--- src/rtl/bus_trace_pkg.sv ---
// rtl/bus_trace_pkg.sv - shared types for the bus trace capture block
package bus_trace_pkg;

  // Capture run phases, encoded as seen on the state output
  typedef enum logic [1:0] {
    ST_IDLE    = 2'd0,
    ST_ARMED   = 2'd1,
    ST_CAPTURE = 2'd2,
    ST_DONE    = 2'd3
  } state_t;

endpackage

--- src/rtl/trace_ram.sv ---
// rtl/trace_ram.sv - trace storage, one synchronous write port, one asynchronous read port
module trace_ram #(
  parameter int DEPTH = 64,
  parameter int WIDTH = 26,
  localparam int PTR_W = $clog2(DEPTH)
) (
  input  logic             clk,
  input  logic             we,
  input  logic [PTR_W-1:0] waddr,
  input  logic [WIDTH-1:0] wdata,
  input  logic [PTR_W-1:0] raddr,
  output logic [WIDTH-1:0] rdata
);

  logic [WIDTH-1:0] mem [DEPTH];

  // Contents are never reset; the pointers and count decide what is valid
  always_ff @(posedge clk) begin
    if (we) mem[waddr] <= wdata;
  end

  assign rdata = mem[raddr];

endmodule

--- src/rtl/bus_trace.sv ---
// rtl/bus_trace.sv - circular bus-cycle trace with address trigger and oldest-first drain
module bus_trace
  import bus_trace_pkg::*;
#(
  parameter int ADDR_W = 16,
  parameter int DATA_W = 8,
  parameter int DEPTH = 64,
  localparam int PTR_W = $clog2(DEPTH),
  localparam int CNT_W = PTR_W + 1,
  localparam int ENTRY_W = ADDR_W + DATA_W + 2
) (
  input  logic               clk,
  input  logic               resetn,
  input  logic               arm,
  input  logic               abort,
  input  logic               sample_en,
  input  logic [ADDR_W-1:0]  bus_address,
  input  logic [DATA_W-1:0]  bus_wr_data,
  input  logic [DATA_W-1:0]  bus_rd_data,
  input  logic               bus_wr_enable,
  input  logic [ADDR_W-1:0]  trig_addr,
  input  logic [ADDR_W-1:0]  trig_mask,
  input  logic [CNT_W-1:0]   post_count,
  input  logic               rd_ready,
  output logic               rd_valid,
  output logic [ENTRY_W-1:0] rd_entry,
  output logic [CNT_W-1:0]   count,
  output logic [1:0]         state,
  output logic               triggered,
  output logic               overflow
);

  state_t             st;
  logic [PTR_W-1:0]   wptr, rptr, wptr_nxt;
  logic [CNT_W-1:0]   postcnt, count_nxt, post_clamp;
  logic               capturing, match, trig_hit, full, rearm, pop;
  logic [DATA_W-1:0]  data_sel;
  logic [ENTRY_W-1:0] wr_entry, ram_rdata;

  // Capture qualification, trigger compare and next-pointer values used when entering DONE
  always_comb begin
    capturing  = ((st == ST_ARMED) || (st == ST_CAPTURE)) && sample_en;
    match      = sample_en && (((bus_address ^ trig_addr) & trig_mask) == '0);
    trig_hit   = (st == ST_ARMED) && match;
    full       = (count == CNT_W'(DEPTH));
    data_sel   = bus_wr_enable ? bus_wr_data : bus_rd_data;
    wr_entry   = {trig_hit, bus_wr_enable, bus_address, data_sel};
    rearm      = arm && !abort && ((st == ST_IDLE) || (st == ST_DONE));
    pop        = rd_valid && rd_ready && !rearm;
    wptr_nxt   = capturing ? wptr + 1'b1 : wptr;
    count_nxt  = (capturing && !full) ? count + 1'b1 : count;
    // Clamping keeps the trigger entry from being overwritten by its own post window
    post_clamp = (post_count > CNT_W'(DEPTH - 1)) ? CNT_W'(DEPTH - 1) : post_count;
  end

  // Run-control FSM together with buffer pointers, occupancy and status flags
  always_ff @(posedge clk or negedge resetn) begin
    if (!resetn) begin
      st        <= ST_IDLE;
      wptr      <= '0;
      rptr      <= '0;
      count     <= '0;
      postcnt   <= '0;
      triggered <= 1'b0;
      overflow  <= 1'b0;
    end else begin
      if (capturing) begin
        wptr <= wptr_nxt;
        count <= count_nxt;
        if (full) overflow <= 1'b1;
      end
      case (st)
        ST_IDLE, ST_DONE: begin
          if (rearm) begin
            st        <= ST_ARMED;
            wptr      <= '0;
            count     <= '0;
            triggered <= 1'b0;
            overflow  <= 1'b0;
          end else if (pop) begin
            rptr  <= rptr + 1'b1;
            count <= count - 1'b1;
          end
        end
        ST_ARMED: begin
          if (trig_hit) begin
            triggered <= 1'b1;
            postcnt   <= post_clamp;
          end
          if (abort || (trig_hit && post_clamp == '0)) begin
            st   <= ST_DONE;
            rptr <= wptr_nxt - count_nxt[PTR_W-1:0];
          end else if (trig_hit) begin
            st <= ST_CAPTURE;
          end
        end
        default: begin
          if (capturing) postcnt <= postcnt - 1'b1;
          if (abort || (capturing && postcnt == CNT_W'(1))) begin
            st   <= ST_DONE;
            rptr <= wptr_nxt - count_nxt[PTR_W-1:0];
          end
        end
      endcase
    end
  end

  trace_ram #(.DEPTH(DEPTH), .WIDTH(ENTRY_W)) u_ram (
    .clk   (clk),
    .we    (capturing),
    .waddr (wptr),
    .wdata (wr_entry),
    .raddr (rptr),
    .rdata (ram_rdata)
  );

  assign rd_valid = (count != '0) && (st == ST_DONE);
  assign rd_entry = rd_valid ? ram_rdata : '0;
  assign state    = st;

endmodule

--- config.mk ---
export PLATFORM = sky130hd
export DESIGN_NAME = bus_trace
export DESIGN_NICKNAME = d
export VERILOG_FILES = /design/src/rtl/bus_trace_pkg.sv /design/src/rtl/trace_ram.sv /design/src/rtl/bus_trace.sv
export SDC_FILE = /design/constraint.sdc
export NUM_CORES = 2
export LEC_CHECK = 0
export ABC_AREA = 0
export CAP_MARGIN = 10
export CORE_UTILIZATION = 40
export DETAILED_ROUTE_END_ITERATION = 8
export PLACE_DENSITY = 0.53
export SETUP_SLACK_MARGIN = 0.2
export SLEW_MARGIN = 10
export SYNTH_ARGS = -nofsm -noshare
export SYNTH_HDL_FRONTEND = slang
export SYNTH_HIERARCHICAL = 1
export SYNTH_SLANG_ARGS = --single-unit
--- constraint.sdc ---
create_clock -name clk -period 6.8 [get_ports clk]
set_input_delay 0.68 -clock clk [delete_from_list [all_inputs] [get_ports clk]]
set_output_delay 0.68 -clock clk [all_outputs]
set_load 0.01 [all_outputs]
Word level (Yosys, flattened, before mapping)
Memory sizes are Yosys's and may differ from the RTL's.
Index checks and enable logic that the tools add are counted.
{ "word_totals": {"inputBits": 78, "word_cells": 93, "ramBits": 1664, "ff_bits": 30, "mem_count": 1, "out_inout_bits": 38} }
{ "mem_list": {"columns": ["memory", "depth", "word_bits", "read_ports", "rd_ports_with_merged_regs", "wr", "line", "source"], "rows": [
  ["u_ram.mem", 64, 26, 1, 0, 1, "trace_ram.sv:15", "logic [WIDTH-1:0] mem [DEPTH];"]
]} }
{ "classes": {"n_reduce_logical": 30, "add_sub_neg": 6, "eq_ne": 11, "bitwise_logic": 3, "muxes": 34, "magnitude_cmp": 1} }
{ "ops": {"columns": ["operator", "count"], "rows": [
  ["$mux W7", 8],
  ["$mux W6", 8],
  ["$mux W26", 1],
  ["$and A16 B16 Y16", 1],
  ["$logic_not A16 Y1", 1],
  ["$xor A16 B16 Y16", 1],
  ["$pmux W7 S2", 1],
  ["$sub A7 B1 Y7 const B", 2],
  ["$add A6 B1 Y6 const B", 2],
  ["$pmux W6 S2", 1],
  ["$logic_and A1 B1 Y1", 11],
  ["$reduce_and A3 Y1", 3],
  ["$mux W1", 8],
  ["$mux W2", 4],
  ["$mux W8", 1],
  ["$ne A2 B2 Y1 const B", 4],
  ["$add A7 B1 Y7 const B", 1],
  ["$eq A7 B1 Y1 const B", 1],
  ["$eq A7 B7 Y1 const B", 1],
  ["$gt A7 B6 Y1 const B", 1],
  ["$logic_not A7 Y1", 1],
  ["$reduce_bool A7 Y1", 1],
  ["$sub A6 B6 Y6", 1],
  ["$eq A2 B2 Y1 const B", 2],
  ["13 further kinds", 19]
]} }

Depth between registers and ports, before layout
{ "depth": {"word_depth": 9, "depth_mapped": 16, "mapped_depth_nobuf": 15} }

Hierarchy
The synthesis kept the hierarchy.
{ "by_module_without_submodules": {"columns": ["module", "seq_area_each_um2", "instances", "cells_per_inst", "area_per_inst_um2"], "rows": [
  ["trace_ram", 49967.9, 1, 2815, 63662.3],
  ["bus_trace", 750.7, 1, 323, 2776.4]
]} }

Worst setup path after synthesis
OpenSTA, ideal clock, no wires.
{ "synth_timing": {"path_kind": "register to register", "startpoint": "reg st[0] (netlist: state[0])", "endpoint": "mem u_ram.mem[48][0], enable pin", "setup_ps": 442, "synth_period_minus_slack_ps": 3929, "arrival_ps": 3487, "required_ps": 6358, "path_stages_with_launch": 9, "setup_slack_ps": 2871, "path_buffers": 2, "cell_sequence": "dfrtp_1 inv_1 ha_1 clkbuf_1 nor2b_1 buf_2 nor2b_1 nand4b_1 nor3_1"} }
{ "synth_via": {"elab_chain_cells": 5, "word_cells_on_any_way": 6, "cone_classes": "eq/ne: 2; mux: 2; reduce/logical: 2"} }
{ "synth_rtl": {"columns": ["item", "line", "source"], "rows": [
  ["start: declaration", "bus_trace.sv:33", "state_t st;"],
  ["start signal: assignment", "bus_trace.sv:59", "st <= ST_IDLE;"],
  ["start signal: assignment", "bus_trace.sv:75", "st <= ST_ARMED;"],
  ["start signal: assignment", "bus_trace.sv:91", "st <= ST_DONE;"],
  ["$eq A2 B1 Y1 / $eq A2 B2 Y1 (equally long branches)", "bus_trace.sv:42", "capturing = ((st == ST_ARMED) || (st == ST_CAPTURE)) && sample_en;"],
  ["$logic_or A1 B1 Y1 (*)", "bus_trace.sv:42", null],
  ["$logic_and A1 B1 Y1 (*)", "bus_trace.sv:42", null],
  ["via capturing", "bus_trace.sv:36", "logic capturing, match, trig_hit, full, rearm, pop;"],
  ["$mux W1 (*)", "trace_ram.sv:19", "if (we) mem[waddr] <= wdata;"],
  ["$mux W1 (implied by the code) (*)", "trace_ram.sv:19", null],
  ["end: declaration", "trace_ram.sv:15", null]
]} }
The timed path passes the listed nets; every way through them passes the cells marked *.

Final worst setup path
{ "layout_timing": {"startpoint": "reg rptr[2]", "endpoint": "out rd_entry[9]"} }
{ "layout_via": {"elab_chain_cells": 2} }
{ "layout_rtl": {"columns": ["item", "line", "source"], "rows": [
  ["start: declaration", "bus_trace.sv:34", "logic [PTR_W-1:0] wptr, rptr, wptr_nxt;"],
  ["start signal: assignment", "bus_trace.sv:81", "rptr <= rptr + 1'b1;"],
  ["start signal: assignment", "bus_trace.sv:92", "rptr <= wptr_nxt - count_nxt[PTR_W-1:0];"],
  ["start signal: assignment", "bus_trace.sv:101", "rptr <= wptr_nxt - count_nxt[PTR_W-1:0];"],
  ["$mem_v2 Z64 W26", null, null],
  ["via ram_rdata[9]", "bus_trace.sv:38", "logic [ENTRY_W-1:0] wr_entry, ram_rdata;"],
  ["$mux W26", "bus_trace.sv:118", "assign rd_entry = rd_valid ? ram_rdata : '0;"],
  ["end: declaration", "bus_trace.sv:26", "output logic [ENTRY_W-1:0] rd_entry,"]
]} }
The timed path passes the listed nets, and every way through them passes these cells.

==> summary.md <==
| Metric | Value |
|---|---|
| Synth Flop Type | edfxtp_1 |
| Worst path arrival time | 5.40 ns |
| H-tree levels | 4 |
| Initial Util | ~40% |
| Synth Warn # | 6 |
| Clk sink count | between 1500 and 2000 |
| Layout cells sized above 1 | roughly 25% |
| Number of global-route vias before repair | approximately 34000 |
| Maxcap violations | 0 |
| GR Util met3 | approximately 4.8% |
| Fill cells | between 10000 and 15000 |
| Worst Skew | 0.0245 ns |
| Sequential Power Share | between 30% and 40% |
| Final Hold Vio Count | 0 |
| Design Power | slightly above 0.03 W |
| Post-route DRC | 54 |
| Chip Width | a little over 400 um |
| GRT Residual Overflow | 0 |
| Gate Count Post-Synth | 3138 |
| Core area | roughly 160000 um^2 |
| Fraction of power spent switching nets | 31.4% |
| NetSw | roughly 0.0096 W |
| Root buf cell | clkbuf_16 |
| Grt peak-use layer | met2 |
| Largest net degree at the start of global routing | 110 |
| Tcrit/Tclk final | roughly nine tenths |
| Post-Route Setup TNS | 0 ns |
| Die height | slightly above 400 um |
| Mapped Area | 66400 um^2 |
| CTS tree | yes |
| Met2 Track Usage GR | 36.7% |
| Hold_buf cts | 0 |
| Critical path startpoint category | flip-flop |
| Clock Tree Buf Depth | 3 |
| Power share of the clock group | a little under a third |
| Initial antenna violation count | 20 |
| Area growth syn-to-layout | 15.2% |
| Avg Cell Area, Syn | 21.2 um^2 |
| Pwr dens | around 400 nW/um^2 |
| Count of state elements after synthesis | roughly 1700 |
| VDD IR max | between 300 and 400 uV |
| Global-route wire length before repair | 257000 um |
| Vias per inst | 5.75 |
| Setup crit end kind | output port |
| Syn Nets | approximately 3200 |
| Violated checks | design-rule violations |
| Rel. slew slack | between 3 and 4% |
| Die ar. | approximately 170000 um^2 |
| WL/cell | approximately 32 um |
| Worst-path fanout max | 55 |
| Post-CTS setup buffer count | 0 |
| Final ANT Viol Nets | 0 |
| First-pass iteration count of the detailed router | 7 |
| Cts repair resizes | 0 |
| Std cell rows | 149 |
| All-Layer GR Usage | 21.9% |
| Post-Route WL | 184000 um |
| Worst Hold Class | in2reg |
| Clk slew on worst S/H paths | roughly 0.060 ns |
| Final min period | roughly 6.1 ns |
| Post-synth ARST share | 1.77% |
| Pleak | about 24 nW |
| EDFF count, synth | 1664 |
| Outcome | finished with violations |
| Met1 usage | 28.8% |
| F_max | about 160 MHz |
| RSZ-0062 raised after global routing | no |
| Sequential share of the synthesized area | roughly 76% |
| Worst skew pair latency | around 0.8 ns |
| DP HPWL | approximately 110000 um |
| Kind of critical path | reg2out |
| Logic pwr share | approximately 29% |
| Cell Int Power | 0.0209 W |
| I/O Buffers | approximately 120 |
| Required @ worst endpoint | 6.12 ns |
| Worst-margin pin slew | roughly 1.4 ns |
| Util after Layout | between 40% and 50% |
| Synth unique cells | 66 |
| Final Setup Violations | 0 |
| Pins Over Slew Limit | 0 |
| R2R setup slack | roughly 2.4 ns |
| Layout Nets | 3480 |
| Number of primary I/O pins | approximately 120 |
| Num CTS Buffers | 176 |
| Via Count | 33001 |
| Fin Hold WS | 0.285 ns |
| Starting DRC count in detailed routing | ~3800 |
| GPL Wtd Cong | 0.814 |
==> flip-flops by register name, summed over array words and instances, names as in the netlist <==
register	count
wptr	6
postcnt	7
u_ram/mem	1664
state	2
overflow	1
count	7
triggered	1
rptr	6
==> per-stage QoR <==
step           std cells  worst slack, ns  instance area, um^2
2_1_floorplan       3138             2.87                66400
3_3_place_gp        5397             1.52                70800
3_5_place_dp        5398             1.67                70800
4_1_cts             5723            0.812                76500
5_1_grt             5724            0.734                76500
6_report            5741            0.720                76500
==> critical path, stage by stage (launching register included) <==
cell             delay, ns
dfrtp_4               1.07
buf_4                 0.50
mux4_2                0.27
mux2i_1               0.23
a21o_1                0.28
o31ai_1               1.16
and3_1                0.28
and2_1                0.15
clkdlybuf4s50_1       0.54
==> cell type report <==
cell class / instances / area (um^2) / area share [%]
clock buffers: 208 / 4590 / 6.00
diodes: 18 / 45.0 / 0.0589
well taps: 2189 / 2740 / 3.58
flip-flops and latches: 1694 / 50700 / 66.3
multi-input cells: 1252 / 15100 / 19.7
repair buffers: 251 / 2190 / 2.86
inverters: 12 / 46.3 / 0.0605
clock inverters: 117 / 1070 / 1.40
==> cell usage after synthesis (30+ instances only) <==
cell type / instances / area, um^2
buf_2: 60 / 300
clkbuf_1: 74 / 278
nor2_1: 101 / 379
edfxtp_1: 1664 / 50000
o22ai_1: 65 / 407
a31oi_1: 43 / 269
o21ai_0: 47 / 235
nand2_1: 32 / 120
dfrtp_1: 30 / 751
mux2i_1: 229 / 2290
and2_1: 35 / 219
a22oi_1: 91 / 683
mux4_2: 362 / 8150
==> cells by family (layout without fill, tap and decap cells) <==
kind of cell | count (synthesis) | in the layout | share of synthesized area (%)
adders and majority gates | 15 | 15 | 0.294
muxes | 603 | 603 | 15.9
and+or+nand+nor | 272 | 272 | 2.12
AOI/OAI and AO/OA | 325 | 325 | 3.32
DFF | 1694 | 1694 | 76.3
buffers and inverters | 192 | 588 | 1.52
xor gates and xnor gates | 37 | 37 | 0.488
other | 0 | 18 | 0
==> routing by layer <==
| metal | up-vias | part of all wire (%) |
|---|---|---|
| met4 | 4 | 2.5 |
| met2 | 1220 | 50 |
| met1 | 17854 | 40 |
| met5 | - | 0.015 |
| met3 | 237 | 7.7 |
| li1 | 13686 | - |
==> path summary, 6_finish.rpt <==
kind / end / cells after the start / start
min in group asynchronous: state[0] / 2 / resetn
max in group asynchronous: rptr[3] / 2 / resetn
max reg2reg: u_ram/mem[58][0] / 8 / state[0]
max: rd_entry[9] / 8 / rptr[2]
min: u_ram/mem[14][24] / 1 / bus_wr_enable
min reg2reg: overflow / 2 / overflow
==> cells in the final DEF, fill, tap and decap left out, drive strengths merged, types with 18 or more instances in the layout <==
cell           instances
clkbuf               208
mux4                 362
diode                 18
xor2                  26
a31oi                 43
edfxtp              1664
clkdlybuf4s50         98
nor2                 101
clkinv                90
inv                   19
and2                  35
nand2                 32
and3                  21
o21ai                 47
buf                  153
dfrtp                 30
a22oi                 92
a21o                  19
mux2i                229
o22ai                 65
==> power by group through the flow <==
stage | logic, W | clock network (W) | registers [W]
5_1_grt | 0.00938 | 0.0100 | 0.0122
4_1_cts | 0.00897 | 0.00961 | 0.0121
3_3_place_gp | 0.00885 | 0 | 0.0123
6_report | 0.00887 | 0.00944 | 0.0121
3_5_place_dp | 0.00895 | 0 | 0.0124
2_1_floorplan | 0.00583 | 0 | 0.0120
Note: power is estimated with default switching activity, not from simulation.
